`config.mk`:
```
export PLATFORM = sky130hd
export DESIGN_NAME = pacman_sprite_drawer
export DESIGN_NICKNAME = d
export VERILOG_FILES = /design/src/rtl/pacman_sprite_drawer.sv
export SDC_FILE = /design/constraint.sdc
export NUM_CORES = 1
export LEC_CHECK = 0
export BUFFER_PORTS_ARGS = -buffer_cell sky130_fd_sc_hd__clkbuf_2
export CAP_MARGIN = 10
export CORE_MARGIN = 5
export CORE_UTILIZATION = 58
export DETAILED_ROUTE_END_ITERATION = 7
export PLACE_DENSITY = 0.8
export REMOVE_ABC_BUFFERS = 1
export SYNTH_ARGS = -nofsm -noshare
export SYNTH_HDL_FRONTEND = slang
export SYNTH_SLANG_ARGS = --single-unit
```
`constraint.sdc`:
```
create_clock -name clock -period 5.2 [get_ports clock]
set_input_delay 0.52 -clock clock [delete_from_list [all_inputs] [get_ports clock]]
set_output_delay 0.52 -clock clock [all_outputs]
set_load 0.02 [all_outputs]
```
`src/rtl/pacman_sprite_drawer.sv`:
```
// Turns a Pac-Man sprite request (25-bit shape, tile x/y) into single-pixel frame-buffer writes.
// It first erases the sprite at its previous tile when the sprite has moved, then draws the new shape.
module pacman_sprite_drawer #(
  parameter logic [2:0] FG_COLOUR = 3'b110,
  parameter logic [2:0] BG_COLOUR = 3'b000
) (
  input  logic        clock,
  input  logic        reset_n,
  input  logic        start,
  input  logic [24:0] shape,
  input  logic [7:0]  tile_x,
  input  logic [6:0]  tile_y,
  output logic [7:0]  vga_x,
  output logic [6:0]  vga_y,
  output logic [2:0]  colour,
  output logic        plot,
  output logic        busy,
  output logic        done
);

  typedef enum logic [1:0] {
    S_IDLE  = 2'd0,
    S_ERASE = 2'd1,
    S_DRAW  = 2'd2,
    S_DONE  = 2'd3
  } state_t;

  state_t      r_state, w_state_nxt;
  logic [2:0]  r_col, r_row, w_col_nxt, w_row_nxt;
  logic [24:0] r_shape;
  logic [7:0]  r_tile_x, r_prev_x;
  logic [6:0]  r_tile_y, r_prev_y;
  logic        r_prev_valid;

  logic        w_accept, w_prev_upd, w_plot_nxt, w_busy_nxt, w_done_nxt;
  logic        w_in_range, w_last;
  logic [2:0]  w_col_step, w_row_step;
  logic [7:0]  w_px_tile_x;
  logic [6:0]  w_px_tile_y;
  logic [24:0] w_px_shape;
  logic        w_px_erase;
  logic [4:0]  w_bit_idx;
  logic [7:0]  w_pix_x;
  logic [6:0]  w_pix_y;
  logic [2:0]  w_pix_colour;

  assign w_in_range = (tile_x <= 8'd26) && (tile_y <= 7'd23);
  assign w_last     = (r_col == 3'd4) && (r_row == 3'd4);
  assign w_col_step = (r_col == 3'd4) ? 3'd0 : r_col + 3'd1;
  assign w_row_step = (r_col == 3'd4) ? r_row + 3'd1 : r_row;

  // The pixel written next cycle is derived from the counter values being loaded now.
  assign w_bit_idx    = ({2'd0, w_row_nxt} * 5'd5) + {2'd0, w_col_nxt};
  assign w_pix_x      = (w_px_tile_x * 8'd5) + {5'd0, w_col_nxt};
  assign w_pix_y      = (w_px_tile_y * 7'd5) + {4'd0, w_row_nxt};
  assign w_pix_colour = (w_px_erase || !w_px_shape[w_bit_idx]) ? BG_COLOUR : FG_COLOUR;

  // Next-state, counter and output-strobe decode
  always_comb begin
    w_state_nxt = r_state;
    w_col_nxt   = r_col;
    w_row_nxt   = r_row;
    w_accept    = 1'b0;
    w_prev_upd  = 1'b0;
    w_plot_nxt  = 1'b0;
    w_busy_nxt  = 1'b0;
    w_done_nxt  = 1'b0;
    w_px_tile_x = r_tile_x;
    w_px_tile_y = r_tile_y;
    w_px_shape  = r_shape;
    w_px_erase  = 1'b0;
    case (r_state)
      S_IDLE: begin
        if (start && w_in_range) begin
          w_accept    = 1'b1;
          w_plot_nxt  = 1'b1;
          w_busy_nxt  = 1'b1;
          w_col_nxt   = 3'd0;
          w_row_nxt   = 3'd0;
          w_px_shape  = shape;
          if (r_prev_valid && ((r_prev_x != tile_x) || (r_prev_y != tile_y))) begin
            w_state_nxt = S_ERASE;
            w_px_tile_x = r_prev_x;
            w_px_tile_y = r_prev_y;
            w_px_erase  = 1'b1;
          end else begin
            w_state_nxt = S_DRAW;
            w_px_tile_x = tile_x;
            w_px_tile_y = tile_y;
          end
        end else begin
          w_state_nxt = S_IDLE;
        end
      end
      S_ERASE: begin
        w_busy_nxt = 1'b1;
        w_plot_nxt = 1'b1;
        if (w_last) begin
          w_state_nxt = S_DRAW;
          w_col_nxt   = 3'd0;
          w_row_nxt   = 3'd0;
        end else begin
          w_col_nxt   = w_col_step;
          w_row_nxt   = w_row_step;
          w_px_tile_x = r_prev_x;
          w_px_tile_y = r_prev_y;
          w_px_erase  = 1'b1;
        end
      end
      S_DRAW: begin
        w_busy_nxt = 1'b1;
        if (w_last) begin
          w_state_nxt = S_DONE;
          w_done_nxt  = 1'b1;
        end else begin
          w_plot_nxt = 1'b1;
          w_col_nxt  = w_col_step;
          w_row_nxt  = w_row_step;
        end
      end
      S_DONE: begin
        w_state_nxt = S_IDLE;
        w_prev_upd  = 1'b1;
      end
      default: begin
        w_state_nxt = S_IDLE;
      end
    endcase
  end

  // FSM state register
  always_ff @(posedge clock or negedge reset_n) begin
    if (!reset_n) begin
      r_state <= S_IDLE;
    end else begin
      r_state <= w_state_nxt;
    end
  end

  // Counters, request latch, previous-tile memory and registered pixel outputs
  always_ff @(posedge clock or negedge reset_n) begin
    if (!reset_n) begin
      r_col        <= 3'd0;
      r_row        <= 3'd0;
      r_shape      <= 25'd0;
      r_tile_x     <= 8'd0;
      r_tile_y     <= 7'd0;
      r_prev_x     <= 8'd0;
      r_prev_y     <= 7'd0;
      r_prev_valid <= 1'b0;
      vga_x        <= 8'd0;
      vga_y        <= 7'd0;
      colour       <= 3'd0;
      plot         <= 1'b0;
      busy         <= 1'b0;
      done         <= 1'b0;
    end else begin
      r_col <= w_col_nxt;
      r_row <= w_row_nxt;
      if (w_accept) begin
        r_shape  <= shape;
        r_tile_x <= tile_x;
        r_tile_y <= tile_y;
      end
      if (w_prev_upd) begin
        r_prev_x     <= r_tile_x;
        r_prev_y     <= r_tile_y;
        r_prev_valid <= 1'b1;
      end
      vga_x  <= w_plot_nxt ? w_pix_x : 8'd0;
      vga_y  <= w_plot_nxt ? w_pix_y : 7'd0;
      colour <= w_plot_nxt ? w_pix_colour : 3'd0;
      plot   <= w_plot_nxt;
      busy   <= w_busy_nxt;
      done   <= w_done_nxt;
    end
  end

endmodule

```
### Word-level counts from Yosys, hierarchy flattened

Index checks and enable logic that the tools add are counted.

* add/subtract/negate cells: 5
* order comparisons: 3
* muxes and demuxes: 42
* equal/unequal tests: 9
* reduce and logical (&&, ||, !) cells: 10
* multiply operators: 3

Operators with widths (count)
* $mux 25: 2
* $mux 8: 4
* $mux 3: 10
* $mux 7: 4
* $pmux 3 s3: 2
* $pmux 8 s2: 1
* $pmux 7 s2: 1
* $mux 1: 9
* $add 8x3->8: 1
* $le 8x5->1 const B: 1
* $mul 8x3->8 const B: 1
* $mux 2: 4
* $ne 8x8->1: 1
* $pmux 2 s4: 1
* $add 7x3->7: 1
* $le 7x5->1 const B: 1
* $mul 7x3->7 const B: 1
* $ne 7x7->1: 1
* $add 3x1->3 const B: 2
* $eq 3x3->1 const B: 2
* $lt 5x6->1 const B: 1
* $add 5x3->5: 1
* $bmux 1 s5: 1
* $mul 3x3->5 const B: 1
* other kinds (11): 18

* bits in registers: 85
* word-level logic and storage cells: 87
* output and inout port bits: 21

### Logic depth before layout (Yosys ltp)

* depth in word-level cells: 13
* gate-level depth with buffers: 21
* gate-level depth less buffers: 20

### Worst setup path after synthesis

No wires, ideal clock.

* path kind: input to register
* start point: in tile_y[2]
* end point: reg vga_x[7]
* setup time: 119 ps
* path buffers: 1
* slack: 800 ps
* arrival: 4281 ps
* stages on the path: 18
* path through: xnor2_1 -> nand4_1 -> nor4_1 -> o31ai_1 -> clkbuf_1 -> a222oi_1 -> inv_1 -> ha_1 -> ha_1 -> ha_1 -> nor2b_1 -> o21ai_0 -> nand2b_1 -> a21o_1 -> a21oi_1 -> xnor2_1 -> xnor3_1 -> and2_1

* longest elaborated chain between the ends: 9
* elaborated cells between the ends (all ways): 16
* those cells by class: add/sub (1); mul (1); order compare (1); eq/ne (1); mux (8); reduce/logical (4)

RTL lines
* start: declaration: line 12 `input logic [6:0] tile_y,`
* branches (longest 8 deep; another with $mul 8x3->8)
* $mux 8 (*): line 170 `vga_x <= w_plot_nxt ? w_pix_x : 8'd0;`
* end signal: assignment: line 170
* end: declaration: line 13 `output logic [7:0] vga_x,`

Every way passes the cells marked *.
A chain may end at the register's enable or synchronous reset.

### Worst setup path after layout

* start point: reg r_prev_x[5]
* end point: reg vga_x[7]

* longest elaborated chain between the ends: 9
* elaborated cells between the ends (all ways): 10
* those cells by class: add/sub (1); mul (1); eq/ne (1); mux (5); reduce/logical (2)

RTL lines
* start: declaration: line 31 `logic [7:0] r_tile_x, r_prev_x;`
* start signal: assignment: line 166 `r_prev_x <= r_tile_x;`
* $ne 8x8->1: line 81 `if (r_prev_valid && ((r_prev_x != tile_x) || (r_prev_y != tile_y))) begin`
* $logic_or 1x1->1: line 81
* $logic_and 1x1->1: line 81
* $mux 8: line 81
* $mux 8: line 74 `if (start && w_in_range) begin`
* $pmux 8 s2 (*): line 72 `case (r_state)`
* $mul 8x3->8 (*): line 54 `assign w_pix_x = (w_px_tile_x * 8'd5) + {5'd0, w_col_nxt};`
* $add 8x3->8 (*): line 54
* $mux 8 (*): line 170

Mark *: on every way between the ends. The rest lies on a longest branch, timed or not.

==> impl_metrics.tcl <==
set metrics [dict create \
    first_pass_iters 7 \
    routed_wl_microns 11200 \
    power_density_nw_per_um2 453 \
    antenna_found_initial 0 \
    final_common_cell "dfrtp_1" \
    path_clk_slew_ns 0.09 \
    grt_pass1_vias 3742 \
    die_height_microns 102 \
    cts_made_buffers 9 \
    synthSimpleGateAreaFrac_pct 12.0 \
    crit_required_ns 5.46 \
    hold_buffers 0 \
    cp_max_fo 13 \
    synth_top_family_by_area "adder cells" \
    layout-drive-gt1-share_pct 25.8 \
    cts_resized 0 \
    setup_violations 0 \
    cts_sinks 83 \
    final_cell_mix "dfrtp_1, clkbuf_2, nand2_1" \
    syn-mean-instance-area_sq_um 10.6 \
    maxSlewHeadroom_pct 31.6 \
    cts_buffer_depth 2 \
    first_iter_violations 304 \
    use_met1_pct 30.3 \
    worstSetupPathType "reg -> reg" \
    outcome "finished clean" \
    row_count 33 \
    cts_max_level 3 \
    start_kind "flop" \
    power_mw 2.51 \
    numPortBuffers 62 \
    hpwl_microns 8260 \
    grt_busiest_layer "met2" \
    synth_cell_type_count 58 \
    fin_worst_skew_ns 0.0128 \
    post-route-drc-count 0 \
    grt_max_degree 84 \
    hold_viol 0 \
    start_util_pct 59.9 \
    synth_fa_ha_area_share_pct 14.1 \
    period_share_pct 91.4 \
    n_antenna_cell 0 \
    antenna_left 0 \
    ys_ff_latch 83 \
    rsz0062_at_grt "no" \
    core_sq_um 8260 \
    syn2layout_area_growth_pct 12.1 \
    vias 3781 \
    ys_warn_count 0 \
    fp.dieW_microns 102 \
    nets 623 \
    avgRoutedWirePerCell_microns 17.6 \
    fmax_mhz 210 \
    die-area_sq_um 10500 \
    synth-edff-count 0 \
    met3_usage_pct 3.34 \
    use_met2_pct 38.4 \
    synth_xor_area_share_pct 5.59 \
    track_usage_pct 22.9 \
    synth-compound-area-share_pct 11.0 \
    grt-ovfl-total 0 \
    clock_latency_ns 0.37 \
    worstMarginPinSlew_ns 1.03 \
    r2r_slack_ns 0.44 \
    grt_first_pass_wirelength_microns 18400 \
    async_reset_ff_share_pct 100 \
    hp-class "in -> async" \
    pre_cts_slack_ns 0.403 \
    post-cts-setup-buffers 0 \
    cts-root-buf "clkbuf_8" \
    cts_tree "built" \
    final_max_slew_viol_count 0 \
    fin_ws_ns 0.445 \
    io_pins 64 \
    drt-vias-per-instance 5.94 \
    maxCapViolations 0 \
    ys_seq_area_share_pct 42.0 \
    vdd_ir_drop_max_mv 0.191 \
    leakagePower_nw 2.96 \
    worst_ep_arrival_time_ns 5.02 \
    synthesis.area_sq_um 4950 \
    ys.flop_type "dfrtp_1" \
    globalplace.congestion 0.962 \
    synth_cells 465 \
    fin_crit_ns 4.76 \
    synthMuxAreaShare_pct 11.3 \
    endpoint_kind "flop" \
]
-- state kept, by name, indices dropped and copies added, names as in the netlist, 2 cells and up --
| name | count |
|---|---|
| r_col | 3 |
| r_prev_x | 8 |
| r_prev_y | 7 |
| r_row | 3 |
| r_shape | 25 |
| r_state | 2 |
| r_tile_x | 8 |
| r_tile_y | 7 |
| vga_x | 8 |
| vga_y | 7 |
-- worst paths after layout --
kind | from | endpoint | cells after the start
min in group clock | shape[13] | r_shape[13] | 3
hold / removal | reset_n | r_shape[4] | 1
hold reg to reg | r_shape[21] | r_shape[21] | 2
setup reg to reg | r_prev_x[5] | vga_x[7] | 20
setup / recovery | r_prev_x[5] | vga_x[7] | 20
max in group asynchronous | reset_n | r_tile_x[3] | 1
-- cell families after synthesis --
kind of cell,after synthesis
AND/OR/NAND/NOR,127
flip-flops,83
AO/OA/AOI/OAI,74
adder cells (fa/ha/maj),54
multiplexers,49
buffers and inverters,47
XOR/XNOR,30
other,1
-- final cells by class --
cell class,count,area [sq um]
clock inverters,7,52.6
fillers,651,2710
clock buffers,9,124
well taps,105,131
inverters,30,113
flip-flops and latches,83,2080
multi-input cells,335,2700
repair buffers,67,350
-- critical path, cell delays in order (launching register included) --
cell and delay, ns:
dfrtp_1 0.46, xnor2_1 0.24, nand4_1 0.14, nor4_1 0.30, buf_4 0.19, o31ai_1 0.08
buf_4 0.21, a222oi_1 0.49, inv_1 0.15, ha_1 0.32, ha_1 0.32, inv_1 0.08
fa_1 0.45, nor2b_1 0.16, o21ai_0 0.10, nand2b_1 0.11, a21o_1 0.12, a21oi_1 0.07
xnor2_1 0.20, xnor3_1 0.33, and2_1 0.16
-- report_power, final --
part,leakage (nW),internal [mW],switching [mW]
clock,0.0900,0.177,0.253
combinational,1.75,0.513,0.726
sequential,1.12,0.775,0.0705
total,2.96,1.46,1.05
-- through the flow --
step | utilization [%] | setup TNS, ns | hold WS, ns | instance area, sq um | instances
final | 67.2 | 0 | 0.329 | 5550 | 636
after global routing | 67.2 | 0 | 0.351 | 5550 | 636
after CTS | 67.2 | 0 | 0.342 | 5550 | 636
after detailed placement | 65.0 | 0 | 0.451 | 5370 | 620
after global placement | 65.0 | 0 | 0.450 | 5370 | 620
after floorplan | - | -3.85 | 0.224 | 4870 | 448
-- synth_stat cells (2+ instances only) --
| master | instances | area share [%] |
|---|---|---|
| ha_1 | 51 | 13 |
| and2_1 | 11 | 1.4 |
| clkbuf_1 | 11 | 0.83 |
| xor2_1 | 4 | 0.71 |
| mux2_2 | 46 | 10 |
| a222oi_1 | 7 | 1.4 |
| o31ai_1 | 2 | 0.30 |
| buf_4 | 3 | 0.46 |
| a21oi_1 | 17 | 1.7 |
| nor3_1 | 4 | 0.40 |
| fa_1 | 3 | 1.2 |
| mux2i_1 | 2 | 0.40 |
| nor2_1 | 27 | 2.0 |
| a22o_1 | 3 | 0.53 |
| nand2_1 | 58 | 4.4 |
| buf_1 | 2 | 0.15 |
| dfrtp_1 | 83 | 42 |
| or3_1 | 4 | 0.51 |
| nand4_1 | 6 | 0.76 |
| a311oi_1 | 2 | 0.35 |
| nor2b_1 | 3 | 0.38 |
| xnor2_1 | 25 | 4.4 |
| a21o_1 | 7 | 1.1 |
| o22ai_1 | 5 | 0.63 |
| o21ai_0 | 9 | 0.91 |
| nor3b_1 | 4 | 0.61 |
| nand3_1 | 4 | 0.40 |
| a22oi_1 | 2 | 0.30 |
| inv_1 | 29 | 2.2 |
| a221o_1 | 3 | 0.61 |
-- routing by layer --
metal / vias to the layer above / share of wire [%]
met2: 154 / 49
met4: 0 / 2.0
met3: 21 / 5.7
met5: - / 0
li1: 1758 / -
met1: 1848 / 43
Power figures use the tool's default switching activity.
